--- config.mk ---
export PLATFORM = sky130hd
export DESIGN_NAME = trigger_seq
export DESIGN_NICKNAME = d
export VERILOG_FILES = /design/src/rtl/trigger_seq.sv
export SDC_FILE = /design/constraint.sdc
export NUM_CORES = 1
export LEC_CHECK = 0
export CAP_MARGIN = 20
export CORE_MARGIN = 2
export CORE_UTILIZATION = 65
export CTS_BUF_LIST = sky130_fd_sc_hd__clkbuf_8
export DETAILED_ROUTE_END_ITERATION = 10
export PLACE_DENSITY = 0.83
export REMOVE_ABC_BUFFERS = 1
export SLEW_MARGIN = 0
export SYNTH_ARGS = -nofsm -noshare
export SYNTH_HDL_FRONTEND = slang
export SYNTH_SLANG_ARGS = --single-unit
--- constraint.sdc ---
create_clock -name clk_i -period 3.41 [get_ports clk_i]
set_input_delay 0.341 -clock clk_i [delete_from_list [all_inputs] [get_ports clk_i]]
set_output_delay 0.341 -clock clk_i [all_outputs]
set_load 0.02 [all_outputs]
--- src/rtl/trigger_seq.sv ---
// trigger_seq: multi-stage SUMP trigger sequencer. Stages chain through an
// internal 2-bit level; any firing stage with act set starts the capture.
module trigger_seq #(
  parameter int unsigned WIDTH   = 32,
  parameter int unsigned NSTAGES = 4,
  parameter int unsigned DLY_W   = 16,
  localparam int unsigned SEL_W  = (NSTAGES > 1) ? $clog2(NSTAGES) : 1
) (
  input  logic               clk_i,
  input  logic               rst_i,
  input  logic [31:0]        cmd_i,
  input  logic [SEL_W-1:0]   sel_i,
  input  logic               set_mask_i,
  input  logic               set_val_i,
  input  logic               set_cfg_i,
  input  logic               arm_i,
  input  logic               disarm_i,
  input  logic               stb_i,
  input  logic [WIDTH-1:0]   smpls_i,
  output logic [NSTAGES-1:0] match_o,
  output logic               run_o,
  output logic [1:0]         lvl_o,
  output logic               armed_o
);
  localparam int unsigned CHL_W = (WIDTH > 1) ? $clog2(WIDTH) : 1;

  typedef enum logic [1:0] {ST_IDLE, ST_ARMD, ST_DLY} stage_e;

  logic [WIDTH-1:0] mask_q   [NSTAGES];
  logic [WIDTH-1:0] val_q    [NSTAGES];
  logic [WIDTH-2:0] shft_q   [NSTAGES];
  logic             serial_q [NSTAGES];
  logic             act_q    [NSTAGES];
  logic [1:0]       level_q  [NSTAGES];
  logic [CHL_W-1:0] chl_q    [NSTAGES];
  logic [DLY_W-1:0] dly_q    [NSTAGES];
  logic [DLY_W-1:0] cnt_q    [NSTAGES];
  logic [DLY_W-1:0] cnt_d    [NSTAGES];
  stage_e           state_q  [NSTAGES];
  stage_e           state_d  [NSTAGES];
  logic [WIDTH-1:0] ser_cmp  [NSTAGES];

  logic [NSTAGES-1:0] hit;
  logic [NSTAGES-1:0] fire;
  logic               run_d;
  logic               armed_d;
  logic [1:0]         lvl_q;
  logic [1:0]         lvl_d;

  logic [4:0]       chl_raw;
  logic [15:0]      dly_raw;
  logic [CHL_W-1:0] cfg_chl;
  logic [DLY_W-1:0] cfg_dly;
  logic             unused_cmd;

  assign chl_raw    = {cmd_i[0], cmd_i[15:12]};
  assign dly_raw    = {cmd_i[23:16], cmd_i[31:24]};
  assign cfg_chl    = CHL_W'(chl_raw);
  assign cfg_dly    = DLY_W'(dly_raw);
  assign unused_cmd = ^{cmd_i[1], cmd_i[7:4], cmd_i[11:10]};
  assign lvl_o      = lvl_q;

  // The MSB of the serial window is never fed back, so the shift register
  // only needs WIDTH-1 bits.
  for (genvar g = 0; g < NSTAGES; g++) begin : g_cmp
    logic             sbit;
    logic [WIDTH-1:0] cmp;
    assign sbit       = (32'(chl_q[g]) < WIDTH) ? smpls_i[chl_q[g]] : 1'b0;
    assign ser_cmp[g] = {shft_q[g], sbit};
    assign cmp        = serial_q[g] ? ser_cmp[g] : smpls_i;
    assign hit[g]     = ((cmp ^ val_q[g]) & mask_q[g]) == '0;
  end

  always_comb begin
    fire    = '0;
    run_d   = 1'b0;
    lvl_d   = lvl_q;
    armed_d = 1'b0;
    for (int unsigned i = 0; i < NSTAGES; i++) begin
      state_d[i] = state_q[i];
      cnt_d[i]   = cnt_q[i];
      if (stb_i && !arm_i && !disarm_i) begin
        unique case (state_q[i])
          ST_ARMD: begin
            if (lvl_q >= level_q[i] && hit[i]) begin
              if (dly_q[i] == '0) begin
                fire[i] = 1'b1;
              end else begin
                cnt_d[i]   = dly_q[i] - DLY_W'(1);
                state_d[i] = ST_DLY;
              end
            end
          end
          ST_DLY: begin
            if (cnt_q[i] == '0) fire[i] = 1'b1;
            else                cnt_d[i] = cnt_q[i] - DLY_W'(1);
          end
          default: ;
        endcase
      end
      if (fire[i]) begin
        state_d[i] = ST_IDLE;
        if (act_q[i]) run_d = 1'b1;
      end
    end

    // Global events override the per-stage transitions computed above.
    if (disarm_i) begin
      for (int unsigned i = 0; i < NSTAGES; i++) state_d[i] = ST_IDLE;
      lvl_d = '0;
    end else if (arm_i) begin
      for (int unsigned i = 0; i < NSTAGES; i++) begin
        state_d[i] = ST_ARMD;
        cnt_d[i]   = '0;
      end
      lvl_d = '0;
    end else if (run_d) begin
      for (int unsigned i = 0; i < NSTAGES; i++) state_d[i] = ST_IDLE;
    end else if (fire != '0 && lvl_q != 2'd3) begin
      lvl_d = lvl_q + 2'd1;
    end

    for (int unsigned i = 0; i < NSTAGES; i++) begin
      if (state_d[i] != ST_IDLE) armed_d = 1'b1;
    end
  end

  always_ff @(posedge clk_i) begin
    if (rst_i) begin
      for (int unsigned i = 0; i < NSTAGES; i++) begin
        mask_q[i]   <= '0;
        val_q[i]    <= '0;
        shft_q[i]   <= '0;
        serial_q[i] <= 1'b0;
        act_q[i]    <= 1'b0;
        level_q[i]  <= '0;
        chl_q[i]    <= '0;
        dly_q[i]    <= '0;
        cnt_q[i]    <= '0;
        state_q[i]  <= ST_IDLE;
      end
      lvl_q   <= '0;
      match_o <= '0;
      run_o   <= 1'b0;
      armed_o <= 1'b0;
    end else begin
      for (int unsigned i = 0; i < NSTAGES; i++) begin
        state_q[i] <= state_d[i];
        cnt_q[i]   <= cnt_d[i];
        if (stb_i) shft_q[i] <= ser_cmp[i][WIDTH-2:0];
        if (32'(sel_i) == i) begin
          if (set_mask_i) mask_q[i] <= cmd_i[WIDTH-1:0];
          if (set_val_i)  val_q[i]  <= cmd_i[WIDTH-1:0];
          if (set_cfg_i) begin
            serial_q[i] <= cmd_i[2];
            act_q[i]    <= cmd_i[3];
            level_q[i]  <= cmd_i[9:8];
            chl_q[i]    <= cfg_chl;
            dly_q[i]    <= cfg_dly;
          end
        end
      end
      lvl_q   <= lvl_d;
      match_o <= fire;
      run_o   <= run_d;
      armed_o <= armed_d;
    end
  end
endmodule

; After elaboration in Yosys (flattened, before gate mapping)
; Memory sizes are Yosys's and may differ from the RTL's.
; Index checks and enable logic that the tools add are counted.
[totals]
ff_bits = 8
latch_bits = 0
ramBits = 552
rom_bits = 0
inputBits = 74
output_inout_bits = 8
mem_count = 10
[memory_table]
columns = name, depth, width, rd, rd_clocked_by_memory_dff, write_ports, line
row1 = mask_q, 4, 32, 4, 0, 4, 29  ; logic [WIDTH-1:0] mask_q [NSTAGES];
row2 = val_q, 4, 32, 4, 0, 4, 30  ; logic [WIDTH-1:0] val_q [NSTAGES];
row3 = shft_q, 4, 31, 4, 0, 4, 31  ; logic [WIDTH-2:0] shft_q [NSTAGES];
row4 = cnt_q, 4, 16, 4, 0, 4, 37  ; logic [DLY_W-1:0] cnt_q [NSTAGES];
row5 = dly_q, 4, 16, 4, 0, 4, 36  ; logic [DLY_W-1:0] dly_q [NSTAGES];
row6 = chl_q, 4, 5, 4, 0, 4, 35  ; logic [CHL_W-1:0] chl_q [NSTAGES];
row7 = +4 memories, -, -, -, -, -, -
[classes]
add_sub_neg = 9
multipliers = 0
n_div = 0
magnitude_cmp = 8
eq_ne = 12
n_shift = 0
muxes = 174
bitwise_logic = 49
n_reduce_logical = 29
[ops]
columns = operator, n
row1 = 16-bit 2-to-1 mux, 24
row2 = 32-bit 2-to-1 mux, 12
row3 = 32-bit bitwise AND, 4
row4 = 16-bit zero test, 8
row5 = 32-bit zero test, 4
row6 = 64-bit 2-to-1 mux, 2
row7 = 16-bit one-hot mux with 2 select lines, 4
row8 = "16-bit by 1-bit subtractor with 16-bit output, second input constant", 8
row9 = 32-bit XOR, 4
row10 = 31-bit 2-to-1 mux, 4
row11 = 1-bit 2-to-1 mux, 85
row12 = 2-bit 2-to-1 mux, 28
row13 = 1-bit bitwise OR, 40
row14 = "5-bit by 6-bit < comparator with 1-bit output, second input constant", 4
row15 = 8-bit 2-to-1 mux, 3
row16 = 1-bit binary-select mux with 5-bit select, 4
row17 = 5-bit 2-to-1 mux, 4
row18 = "2-bit equality test, second input constant", 6
row19 = "2-bit by 1-bit equality test with 1-bit output, second input constant", 5
row20 = 2-bit >= comparator, 4
row21 = 1-bit one-hot mux with 2 select lines, 4
row22 = 2-bit nonzero test, 4
row23 = 1-bit logical AND, 7
row24 = 4-bit nonzero test, 1
row25 = other kinds (7), 8

; Depth between registers and ports, before layout
[depth]
ltp_word = 25
mapped_depth = 15
mapped_depth_nobuf = 12

; Least setup slack after synthesis
; OpenSTA, ideal clock, no wires.
[synth_path]
path_type = register to register
startpoint = mem dly_q[1][2]
endpoint = mem cnt_q[1][10]
setup_time_ns = 0.128
t_arrival_ns = 2.953
t_required_ns = 3.282
setup_slack_ns = 0.329
stages_incl_launch_ff = 11
n_path_buf = 2
path_cell_list = edfxtp_1 > or3_1 > or3b_1 > or4_4 > nor3b_2 > nand2b_1 > buf_6 > buf_8 > mux2_4 > a222oi_1 > nor2_1
[synth_rtl]
columns = item, line
row1 = start: declaration, 36
row2 = end: declaration, 37

==> flow_summary.json <==
{
  "rsz0062_at_grt": "yes",
  "worstHoldStart": "disarm_i",
  "drive_gt1_share_pct": 16.2,
  "r2r_cells": 15,
  "cts_inserted_buffers": 91,
  "yosys_warnings": 0,
  "violations": "setup timing",
  "antenna_found_initial": 5,
  "gp_congestion": 0.966,
  "power_density_mw_per_mm2": 448,
  "start_util_pct": 65.3,
  "path_clk_slew_ps": 60,
  "avgViaCountPerCell": 6.34,
  "max-cap-violations": 0,
  "start_kind": "flip-flop",
  "drtIter0Drc": 3029,
  "crit_fanout": 12,
  "fin_crit_sh_pct": 103,
  "hold_viol": 0,
  "utilization_pct": 76.8,
  "grt_pass1_wl_um": 134000,
  "wl_um": 92400,
  "nets": 3077,
  "vias": 23200,
  "gr-total-overflow": 0,
  "finalCriticalPeriod_ps": 3520,
  "synth_edf_count": 480,
  "tritoncts": "built",
  "first_global_vias": 22200,
  "clock-root-buffer": "clkbuf_8",
  "netlist_top_cells_count": "and2_1 (490), edfxtp_1 (480), mux2i_1 (240)",
  "holdPathEnd": "state_q[1][0]",
  "core_mm2": 0.0463,
  "fin_worst_skew_ps": 35.9,
  "clockBufferDepth": 3,
  "cts-hold-fix-buffers": 0,
  "crit_type": "flip-flop to flip-flop",
  "end_kind": "flip-flop",
  "cpPeakStageDelay_ps": 450,
  "area_growth_syn_to_layout_pct": 17.6,
  "total_power_mw": 15.9,
  "crit_required_ps": 3980,
  "ys.flop_type": "edfxtp_1",
  "tightest_slew_ps": 1190,
  "synthTopCellsByArea": "edfxtp_1 (48%), and2_1 (10%), mux2i_1 (7.9%)",
  "drtPass1Iterations": 8,
  "ys_seq_area_share_pct": 53.0,
  "cts.sink_count": 560,
  "crit_slowest_cell": "edfxtp_1",
  "clock_latency_ps": 730,
  "setup_viol": 14,
  "worst_slack_ps": -109,
  "rr_startpoint": "serial_q[2]",
  "max-slew-margin-rel_pct": 20.1,
  "ys_types": 75,
  "grt_max_degree": 121,
  "power_leakage_nw": 13.9,
  "synth-seq-cells": 560,
  "critPathArrivalTime_ps": 4090,
  "synth_top_cell_by_area": "edfxtp_1",
  "synth_top_area_share_pct": 47.7,
  "dieArea_mm2": 0.0482,
  "outcome": "complete, but fails checks",
  "hold_path_depth": 3,
  "synth_area_mm2": 0.0302,
  "rows": 79,
  "r2r-end": "cnt_q[2][4]",
  "reg2reg_slack_ps": -110,
  "dieHeight_um": 220,
  "hold_class": "input port to flip-flop",
  "ant_nets": 0,
  "async_reset_ff_share_pct": 0,
  "ir_drop_v": 0.000389,
  "synth.most_common_cell": "and2_1",
  "post-dp-hpwl_um": 60800,
  "num_io_pins": 82,
  "track_usage_pct": 37.7,
  "cp_cell_sequence": "buf_6, buf_16, buf_4, mux2i_1, mux2i_1, nor4_2, nand3_1, nor4_2, buf_4, nand3_4, nor2_4, buf_12, mux2_2, a222oi_1, nor2_1",
  "final-max-slew-violation-count": 0,
  "post-route-drc-count": 0,
  "port_buffers": 81,
  "synthCells": 2734,
  "die_x_um": 220,
  "wl_per_cell_um": 25.3,
  "synth.avg_cell_area_um2": 11.1,
  "fmax_mhz": 284,
  "htreeDepth": 3
}
worst max path at each step:
stage	startpoint	endpoint	slack [ps]	cells after the start
floorplan	serial_q[3]	cnt_q[3][13]	-940	10
global placement	smpls_i[2]	lvl_o[0]	-410	12
detailed placement	smpls_i[2]	lvl_o[0]	-650	12
CTS	serial_q[2]	cnt_q[2][11]	-0.2	14
global route	serial_q[2]	cnt_q[2][15]	-310	15
finish	serial_q[2]	cnt_q[2][4]	-110	15
cells by family (layout without fill, tap and decap cells):
kind of cell | count (synthesis) | count (layout) | synth area share (%)
AOI/OAI and AO/OA | 320 | 320 | 7.46
muxes | 291 | 291 | 9.93
xor gates and xnor gates | 134 | 134 | 3.88
buffers and inverters | 215 | 531 | 3.05
and+or+nand+nor | 1189 | 1189 | 21.6
other | 0 | 2 | 0
adders and majority gates | 25 | 25 | 1.04
DFF | 560 | 560 | 53.0
metal layers:
| layer | wire [um] | up-vias | GRT usage (%) |
|---|---|---|---|
| met1 | 34900 | 11200 | 49.4 |
| met4 | 4630 | 0 | 16.3 |
| met2 | 43400 | 1365 | 60.7 |
| met3 | 9550 | 299 | 8.61 |
| met5 | 0 | - | 0 |
| li1 | - | 10300 | - |
sequential cells by signal, summed over array words and instances, names as in the netlist, 2 cells and up:
| signal | cells |
|---|---|
| mask_q | 128 |
| val_q | 128 |
| shft_q | 124 |
| cnt_q | 64 |
| dly_q | 64 |
| chl_q | 20 |
| level_q | 8 |
| state_q | 8 |
| act_q | 4 |
| match_o | 4 |
| serial_q | 4 |
| lvl_o | 2 |
final cells by class:
| class | count | area, um2 |
|---|---|---|
| multi-input cells | 1959 | 13800 |
| inverters | 39 | 146 |
| flip-flops and latches | 560 | 16000 |
| clock inverters | 70 | 372 |
| diodes | 2 | 5.00 |
| fillers | 2939 | 10700 |
| repair buffers | 327 | 3130 |
| well taps | 607 | 759 |
| clock buffers | 95 | 1310 |
repair_timing:
action,CTS,global route
pin swaps,11,49
cloned,1,4
endpoints found under the setup margin,29,71
resized for setup,26,103
setup buffers,2,30
hold endpoints to repair,0,0
report_power, final:
group,leakage (nW),internal (mW),switching (mW)
clock network,0.972,2.75,2.83
logic,7.41,0.913,1.27
registers,5.52,7.88,0.260
total,13.9,11.5,4.37
metrics by stage:
step | hold slack [ps] | setup TNS (ps) | cell area [um2] | setup slack, ps | std cells
floorplan | 410 | -32570 | 29400 | -938 | 2558
global placement | 473 | -10680 | 32900 | -411 | 3454
detailed placement | 482 | -16510 | 32900 | -654 | 3454
CTS | 406 | -0.195 | 34700 | -0.195 | 3622
global route | 453 | -5880 | 35500 | -306 | 3657
finish | 440 | -1010 | 35500 | -109 | 3659
critical path: cells and delay by family (launching register included):
kind                   cells  cell delay (ps)
AO/OA/AOI/OAI              1              310
flip-flops                 1              450
AND/OR/NAND/NOR            6             1080
multiplexers               3              680
buffers and inverters      5              820
placed cells by master, fill, tap and decap left out, types with 9 or more instances in the layout:
master and instances:
or3_1 21, clkdlybuf4s50_1 81, o31ai_1 9, a22oi_1 60, a222oi_1 37, ha_1 25, nand2_1 191, and2_1 490
xnor2_1 98, nand2b_1 81, dfxtp_1 80, mux2i_1 216, nor2b_1 20, a21oi_1 54, clkinv_2 12, mux2i_4 10
xor2_1 35, or4_1 16, clkbuf_8 95, mux2i_2 15, nand4_1 24, clkinv_1 22, inv_1 68, buf_6 16
a31oi_1 10, mux2_2 30, nand3_1 44, edfxtp_1 480, buf_12 23, buf_4 198, nor3_1 59, a21o_1 27
mux2_4 17, nor2_1 158, o21ai_0 57, nor4_1 24
(Power assumes the default switching activity.)
